`src/rtl/axi4lite_fifo_slave.sv`:
```
// AXI4-Lite responder fronting a word-wide mailbox FIFO: DATA push/pop, STATUS occupancy, CTRL flush.
// B follows one cycle after AW and W are both held; R follows one cycle after the AR handshake.
module axi4lite_fifo_slave #(
    parameter int ADDR_WIDTH = 32,
    parameter int DATA_WIDTH = 32,
    parameter int FIFO_DEPTH = 8
) (
    input  logic                    clk,
    input  logic                    rst,
    input  logic [ADDR_WIDTH-1:0]   s_axi_awaddr,
    input  logic                    s_axi_awvalid,
    output logic                    s_axi_awready,
    input  logic [DATA_WIDTH-1:0]   s_axi_wdata,
    input  logic [DATA_WIDTH/8-1:0] s_axi_wstrb,
    input  logic                    s_axi_wvalid,
    output logic                    s_axi_wready,
    output logic [1:0]              s_axi_bresp,
    output logic                    s_axi_bvalid,
    input  logic                    s_axi_bready,
    input  logic [ADDR_WIDTH-1:0]   s_axi_araddr,
    input  logic                    s_axi_arvalid,
    output logic                    s_axi_arready,
    output logic [DATA_WIDTH-1:0]   s_axi_rdata,
    output logic [1:0]              s_axi_rresp,
    output logic                    s_axi_rvalid,
    input  logic                    s_axi_rready
);
    localparam int PTR_W  = $clog2(FIFO_DEPTH);
    localparam int CNT_W  = PTR_W + 1;
    localparam int STRB_W = DATA_WIDTH / 8;

    localparam logic [7:0] ADDR_DATA   = 8'h00;
    localparam logic [7:0] ADDR_STATUS = 8'h04;
    localparam logic [7:0] ADDR_CTRL   = 8'h08;

    localparam logic [1:0] RESP_OKAY   = 2'b00;
    localparam logic [1:0] RESP_SLVERR = 2'b10;
    localparam logic [1:0] RESP_DECERR = 2'b11;

    logic                  aw_full_q, aw_full_d;
    logic [7:0]            aw_addr_q, aw_addr_d;
    logic                  w_full_q, w_full_d;
    logic [DATA_WIDTH-1:0] w_data_q, w_data_d;
    logic [STRB_W-1:0]     w_strb_q, w_strb_d;
    logic                  bvalid_q, bvalid_d;
    logic [1:0]            bresp_q, bresp_d;
    logic                  rvalid_q, rvalid_d;
    logic [1:0]            rresp_q, rresp_d;
    logic [DATA_WIDTH-1:0] rdata_q, rdata_d;
    logic [PTR_W-1:0]      wr_ptr_q, wr_ptr_d;
    logic [PTR_W-1:0]      rd_ptr_q, rd_ptr_d;
    logic [CNT_W-1:0]      count_q, count_d;
    logic [DATA_WIDTH-1:0] mem_q [FIFO_DEPTH];
    logic [DATA_WIDTH-1:0] mem_d [FIFO_DEPTH];

    logic                  aw_hs, w_hs, ar_hs, wr_exec;
    logic [7:0]            wr_addr;
    logic [DATA_WIDTH-1:0] wr_data;
    logic [STRB_W-1:0]     wr_strb;
    logic                  fifo_empty, fifo_full;
    logic                  push, pop, flush;
    logic [DATA_WIDTH-1:0] status;

    logic unused_addr_bits;
    assign unused_addr_bits = ^{s_axi_awaddr[ADDR_WIDTH-1:8], s_axi_araddr[ADDR_WIDTH-1:8]};

    assign s_axi_awready = !rst && !aw_full_q && !bvalid_q;
    assign s_axi_wready  = !rst && !w_full_q && !bvalid_q;
    assign s_axi_arready = !rst && !rvalid_q;
    assign s_axi_bvalid  = !rst && bvalid_q;
    assign s_axi_rvalid  = !rst && rvalid_q;
    assign s_axi_bresp   = bresp_q;
    assign s_axi_rresp   = rresp_q;
    assign s_axi_rdata   = rdata_q;

    assign aw_hs = s_axi_awvalid && s_axi_awready;
    assign w_hs  = s_axi_wvalid && s_axi_wready;
    assign ar_hs = s_axi_arvalid && s_axi_arready;

    // The write executes in the cycle the second half arrives, so bypass the holding registers.
    assign wr_addr = aw_full_q ? aw_addr_q : s_axi_awaddr[7:0];
    assign wr_data = w_full_q ? w_data_q : s_axi_wdata;
    assign wr_strb = w_full_q ? w_strb_q : s_axi_wstrb;
    assign wr_exec = !rst && !bvalid_q && (aw_full_q || aw_hs) && (w_full_q || w_hs);

    assign fifo_empty = (count_q == '0);
    assign fifo_full  = (count_q == CNT_W'(FIFO_DEPTH));

    always_comb begin
        status           = '0;
        status[0]        = fifo_empty;
        status[1]        = fifo_full;
        status[8 +: CNT_W] = count_q;
    end

    always_comb begin
        aw_full_d = aw_full_q;
        aw_addr_d = aw_addr_q;
        w_full_d  = w_full_q;
        w_data_d  = w_data_q;
        w_strb_d  = w_strb_q;
        bvalid_d  = bvalid_q;
        bresp_d   = bresp_q;
        push      = 1'b0;
        flush     = 1'b0;

        if (aw_hs) begin
            aw_full_d = 1'b1;
            aw_addr_d = s_axi_awaddr[7:0];
        end
        if (w_hs) begin
            w_full_d = 1'b1;
            w_data_d = s_axi_wdata;
            w_strb_d = s_axi_wstrb;
        end

        if (wr_exec) begin
            bvalid_d = 1'b1;
            case (wr_addr)
                ADDR_DATA: begin
                    if (&wr_strb && !fifo_full) begin
                        push    = 1'b1;
                        bresp_d = RESP_OKAY;
                    end else begin
                        bresp_d = RESP_SLVERR;
                    end
                end
                ADDR_STATUS: bresp_d = RESP_SLVERR;
                ADDR_CTRL: begin
                    bresp_d = RESP_OKAY;
                    flush   = wr_data[0];
                end
                default: bresp_d = RESP_DECERR;
            endcase
        end else if (bvalid_q && s_axi_bready) begin
            bvalid_d  = 1'b0;
            aw_full_d = 1'b0;
            w_full_d  = 1'b0;
        end
    end

    always_comb begin
        rvalid_d = rvalid_q;
        rresp_d  = rresp_q;
        rdata_d  = rdata_q;
        pop      = 1'b0;

        if (ar_hs) begin
            rvalid_d = 1'b1;
            rdata_d  = '0;
            case (s_axi_araddr[7:0])
                ADDR_DATA: begin
                    if (!fifo_empty) begin
                        rdata_d = mem_q[rd_ptr_q];
                        rresp_d = RESP_OKAY;
                        pop     = 1'b1;
                    end else begin
                        rresp_d = RESP_SLVERR;
                    end
                end
                ADDR_STATUS: begin
                    rdata_d = status;
                    rresp_d = RESP_OKAY;
                end
                ADDR_CTRL: rresp_d = RESP_OKAY;
                default:   rresp_d = RESP_DECERR;
            endcase
        end else if (rvalid_q && s_axi_rready) begin
            rvalid_d = 1'b0;
        end
    end

    // Push and pop are both judged on pre-cycle occupancy; flush overrides the pointer updates.
    always_comb begin
        mem_d    = mem_q;
        if (push) begin
            mem_d[wr_ptr_q] = wr_data;
        end
        wr_ptr_d = wr_ptr_q + PTR_W'(push);
        rd_ptr_d = rd_ptr_q + PTR_W'(pop);
        count_d  = count_q + CNT_W'(push) - CNT_W'(pop);
        if (flush) begin
            wr_ptr_d = '0;
            rd_ptr_d = '0;
            count_d  = '0;
        end
    end

    always_ff @(posedge clk) begin
        if (rst) begin
            aw_full_q <= 1'b0;
            aw_addr_q <= '0;
            w_full_q  <= 1'b0;
            w_data_q  <= '0;
            w_strb_q  <= '0;
            bvalid_q  <= 1'b0;
            bresp_q   <= '0;
            rvalid_q  <= 1'b0;
            rresp_q   <= '0;
            rdata_q   <= '0;
            wr_ptr_q  <= '0;
            rd_ptr_q  <= '0;
            count_q   <= '0;
        end else begin
            aw_full_q <= aw_full_d;
            aw_addr_q <= aw_addr_d;
            w_full_q  <= w_full_d;
            w_data_q  <= w_data_d;
            w_strb_q  <= w_strb_d;
            bvalid_q  <= bvalid_d;
            bresp_q   <= bresp_d;
            rvalid_q  <= rvalid_d;
            rresp_q   <= rresp_d;
            rdata_q   <= rdata_d;
            wr_ptr_q  <= wr_ptr_d;
            rd_ptr_q  <= rd_ptr_d;
            count_q   <= count_d;
        end
    end

    always_ff @(posedge clk) begin
        mem_q <= mem_d;
    end
endmodule

```
`config.mk`:
```
export PLATFORM = sky130hd
export DESIGN_NAME = axi4lite_fifo_slave
export DESIGN_NICKNAME = d
export VERILOG_FILES = /design/src/rtl/axi4lite_fifo_slave.sv
export SDC_FILE = /design/constraint.sdc
export NUM_CORES = 1
export LEC_CHECK = 0
export BUFFER_PORTS_ARGS = -buffer_cell sky130_fd_sc_hd__buf_2
export CELL_PAD_IN_SITES_DETAIL_PLACEMENT = 0
export CELL_PAD_IN_SITES_GLOBAL_PLACEMENT = 2
export CORE_ASPECT_RATIO = 1.25
export CORE_MARGIN = 3
export CORE_UTILIZATION = 43
export DETAILED_ROUTE_END_ITERATION = 8
export PLACE_DENSITY_LB_ADDON = 0.1
export SETUP_SLACK_MARGIN = 0.05
export SLEW_MARGIN = 10
export SYNTH_ARGS = -nofsm -noshare
export SYNTH_HDL_FRONTEND = slang
export SYNTH_SLANG_ARGS = --single-unit
```
`constraint.sdc`:
```
create_clock -name clk -period 7 [get_ports clk]
set_clock_uncertainty 0.05 [all_clocks]
set_input_delay 1.05 -clock clk [delete_from_list [all_inputs] [get_ports clk]]
set_output_delay 1.05 -clock clk [all_outputs]
set_load 0.05 [all_outputs]
```
==> impl_results.md <==
* Status: complete, no violations
* Area contributors post-synth: edfxtp_1 57%, dfxtp_1 14%, mux4_2 11%
* R2R cell count at 10
* Total GRT Usage at 17.5%
* Final Max Tran Viols at 0
* Largest net degree at the start of global routing at 61
* Crit Path Max Fanout at 60
* Synthesized area per cell at 16.2 um^2
* RSZ-0062 raised after global routing: false
* Critical Path Start Type: input port
* DR vias/cell at 5.29
* Worst slew margin at 29.5%
* Post-synthesis instance area at 13500 um^2
* Fin crit share at 55.4%
* Htree depth at 2
* Total Wirelength at 28800 um
* FP Rows at 72
* Initial core utilization at 43.7%
* Static leakage at 0.00530 uW
* Yosys top cell area share at 56.8%
* Grt ovf at 0
* Critical Path AT at 4.22 ns
* Register bit total from synthesis at 350
* Hold Path Sink: s_axi_rdata[25]$_SDFFE_PP0P_
* Cell family with the largest share of critical-path delay: simple AND/OR/NAND/NOR gates
* CP max-delay cell: or4_4
* Post-synth ARST share at 0%
* Min cycle time layout at 3.88 ns
* Die width at 165 um
* Switching power total at 903 uW
* CTS clk-pin slew, worst paths at 0.06 ns
* Crit Reg-Reg Endpoint: count_q[2]$_SDFF_PP0_
* Fmax at 258 MHz
* DR DRC count at 0
* Final #Nets at 1062
* Max-cap violations at 0
* Worst skew pair latency at 0.51 ns
* I/O pins at 148
* Synth area leader: edfxtp_1
* Core Box Area at 31000 um^2
* Die Y at 204 um
* Reg-to-reg startpoint: aw_full_q$_SDFF_PP0_
* Tightest Pin Transition at 1.06 ns
* First-pass GRT wire length at 44500 um
* Share of cells above drive strength 1 at 30.2%
* Synth top cells by count: 256 x edfxtp_1, 125 x nand2_1, 94 x dfxtp_1
* Cts hold-fix bufs at 0
* Inserted Diodes at 0
* Area growth, synth to finish at 17.0%
* Adder-cell share of the synthesized area at 1.07%
* HP Class: flip-flop to flip-flop
* IO buf count at 99
* Switching share of total power at 20.1%
* DR pass1 iterations at 4
* CTS buffer count at 36
* Via count at 7295
* Clock buffer depth at 3
* Xor/xnor share of the synthesized area at 0.259%
* Max incr delay on CP at 0.78 ns
* Max IR drop VDD at 0.225 mV
* Post-synth EDFFs at 256
* R2R setup slack at 3.16 ns
* Sequence of cells on the critical path: buf_2 > buf_4 > nor2_1 > nand2_1 > or4_4 > inv_1 > ha_1 > inv_1 > ha_1 > fa_1 > xor2_1 > and2_1
* Vias in the first global route at 7718
* CP endpoint kind: flip-flop
* Setup bufs post-CTS at 0
* Cells after Synth at 835
* Initial DRC count at 408
* Post-DP HPWL at 16200 um
* Post-cts sizing count at 0
* Die ar. at 33700 um^2
* Clock power frac at 45.5%
* Hold Startpoint: s_axi_rdata[25]$_SDFFE_PP0P_
* Remaining antenna violation count at 0
* CTS sink cnt at 350
* Power per cell area at 284 nW/um^2
* Aggregate negative setup slack at 0 ns
* Min-Delay Path Depth at 2
* Setup CP Type: input port to flip-flop
* Wire length per cell at 20.9 um
* Seq/Total Area, Yosys at 70.7%
* CTS root buffer: clkbuf_16
* Combinational Power Share at 4.0%
* Synth Area in Simple Gates at 6.25%
* Synth cell types at 46
* Buffers and inverters on the worst path at 4
* Synth Flop Type: edfxtp_1
* Ys Warns at 0
* Fin util at 51.1%
* Syn Nets at 953
* Hold Fails Final Rpt at 0
* Setup Viol. Count Final at 0
* Gpl congestion at 0.713
* Sequential power share at 50.5%
* Cell with the most instances after synthesis: edfxtp_1
* Synth Area in Compound Gates at 4.10%
* CP required at 7.34 ns
* Post-synthesis mux area share at 15.9%
* Internal power at 3590 uW
* CTS tree: done
* Initial antenna violation count at 0
* Largest family of logic cells by synthesized area: multiplexers
-- area by class of cell --
cell class	count	area (um^2)
clock inverters	23	303
well taps	407	509
clock buffers	43	990
multi-input cells	430	3810
repair buffers	115	616
fillers	2599	15100
flip-flops and latches	350	9580
inverters	11	41.3
-- state kept, by name, indices dropped and copies added (netlist names), 3 cells and up --
register     count
rd_ptr_q         3
w_data_q        32
wr_ptr_q         3
w_strb_q         4
count_q          4
aw_addr_q        8
s_axi_rdata     32
mem_q          256
-- worst register-to-register path: cells and delay by family, from the launching register on --
kind | cells | cell delay, ns
xor+xnor | 1 | 0.17
simple gates | 4 | 1.73
compound gates | 1 | 0.28
flops | 1 | 0.57
fa+ha+maj | 3 | 0.89
buf+inv | 1 | 0.04
-- placed cells by master (no fill, tap or decap), types with 6 or more instances in the layout --
master / netlist / final
a21oi_1: 49 / 48
and2_1: 11 / 11
buf_2: 6 / 99
buf_4: 0 / 16
bufinv_16: 0 / 7
clkbuf_16: 0 / 38
clkinv_1: 0 / 6
clkinv_2: 0 / 6
dfxtp_1: 94 / 90
edfxtp_1: 256 / 256
ha_1: 10 / 10
inv_1: 11 / 11
mux2_2: 35 / 35
mux2i_1: 32 / 32
mux4_2: 64 / 64
nand2_1: 125 / 125
nor2_1: 14 / 14
nor4_2: 0 / 6
o21ai_1: 28 / 28
-- layer usage --
metal	vias to the layer above	track usage (%)	part of all wire, %
met5	-	0	0
met3	41	2.62	4.7
met2	168	31.8	52
met1	3671	21.9	41
li1	3415	-	-
met4	0	4.58	2.2
-- how the worst max path moves through the flow --
| stage | start | to | slack (ns) | cells past startpoint |
|---|---|---|---|---|
| after detailed placement | rst | count_q[2]$_SDFF_PP0_ | 2.61 | 12 |
| after floorplan | s_axi_awaddr[4] | mem_q[224]$_DFFE_PP_ | 0.96 | 5 |
| after CTS | rst | count_q[2]$_SDFF_PP0_ | 3.13 | 12 |
| final | rst | count_q[2]$_SDFF_PP0_ | 3.12 | 12 |
| after global placement | s_axi_araddr[7] | count_q[2]$_SDFF_PP0_ | 2.63 | 11 |
| after global routing | rst | count_q[3]$_SDFF_PP0_ | 2.91 | 13 |
-- power by group through the flow --
stage | combinational, uW | clock [uW] | sequential [uW]
after floorplan | 106 | 0 | 2320
after global routing | 198 | 2180 | 2270
final | 179 | 2040 | 2270
after detailed placement | 182 | 0 | 2320
after global placement | 173 | 0 | 2310
after CTS | 183 | 2090 | 2270
-- logic make-up (layout without fill, tap and decap cells) --
family	count (synthesis)	after routing
fa+ha+maj	11	11
simple gates	183	183
mux	131	131
xor+xnor	4	4
flops	350	350
compound gates	101	101
buf+inv	55	192
-- through the flow --
step | setup WS [ns] | area (um^2) | instances | power [uW] | hold slack [ns]
finish | 3.12 | 15800 | 1379 | 4490 | 0.392
global route | 2.91 | 15800 | 1379 | 4640 | 0.418
CTS | 3.13 | 15800 | 1379 | 4540 | 0.397
detailed placement | 2.61 | 14600 | 1313 | 2500 | 0.388
global placement | 2.63 | 14600 | 1313 | 2490 | 0.388
floorplan | 0.959 | 13500 | 835 | 2430 | 0.381
Note: power is estimated with default switching activity, not from simulation.
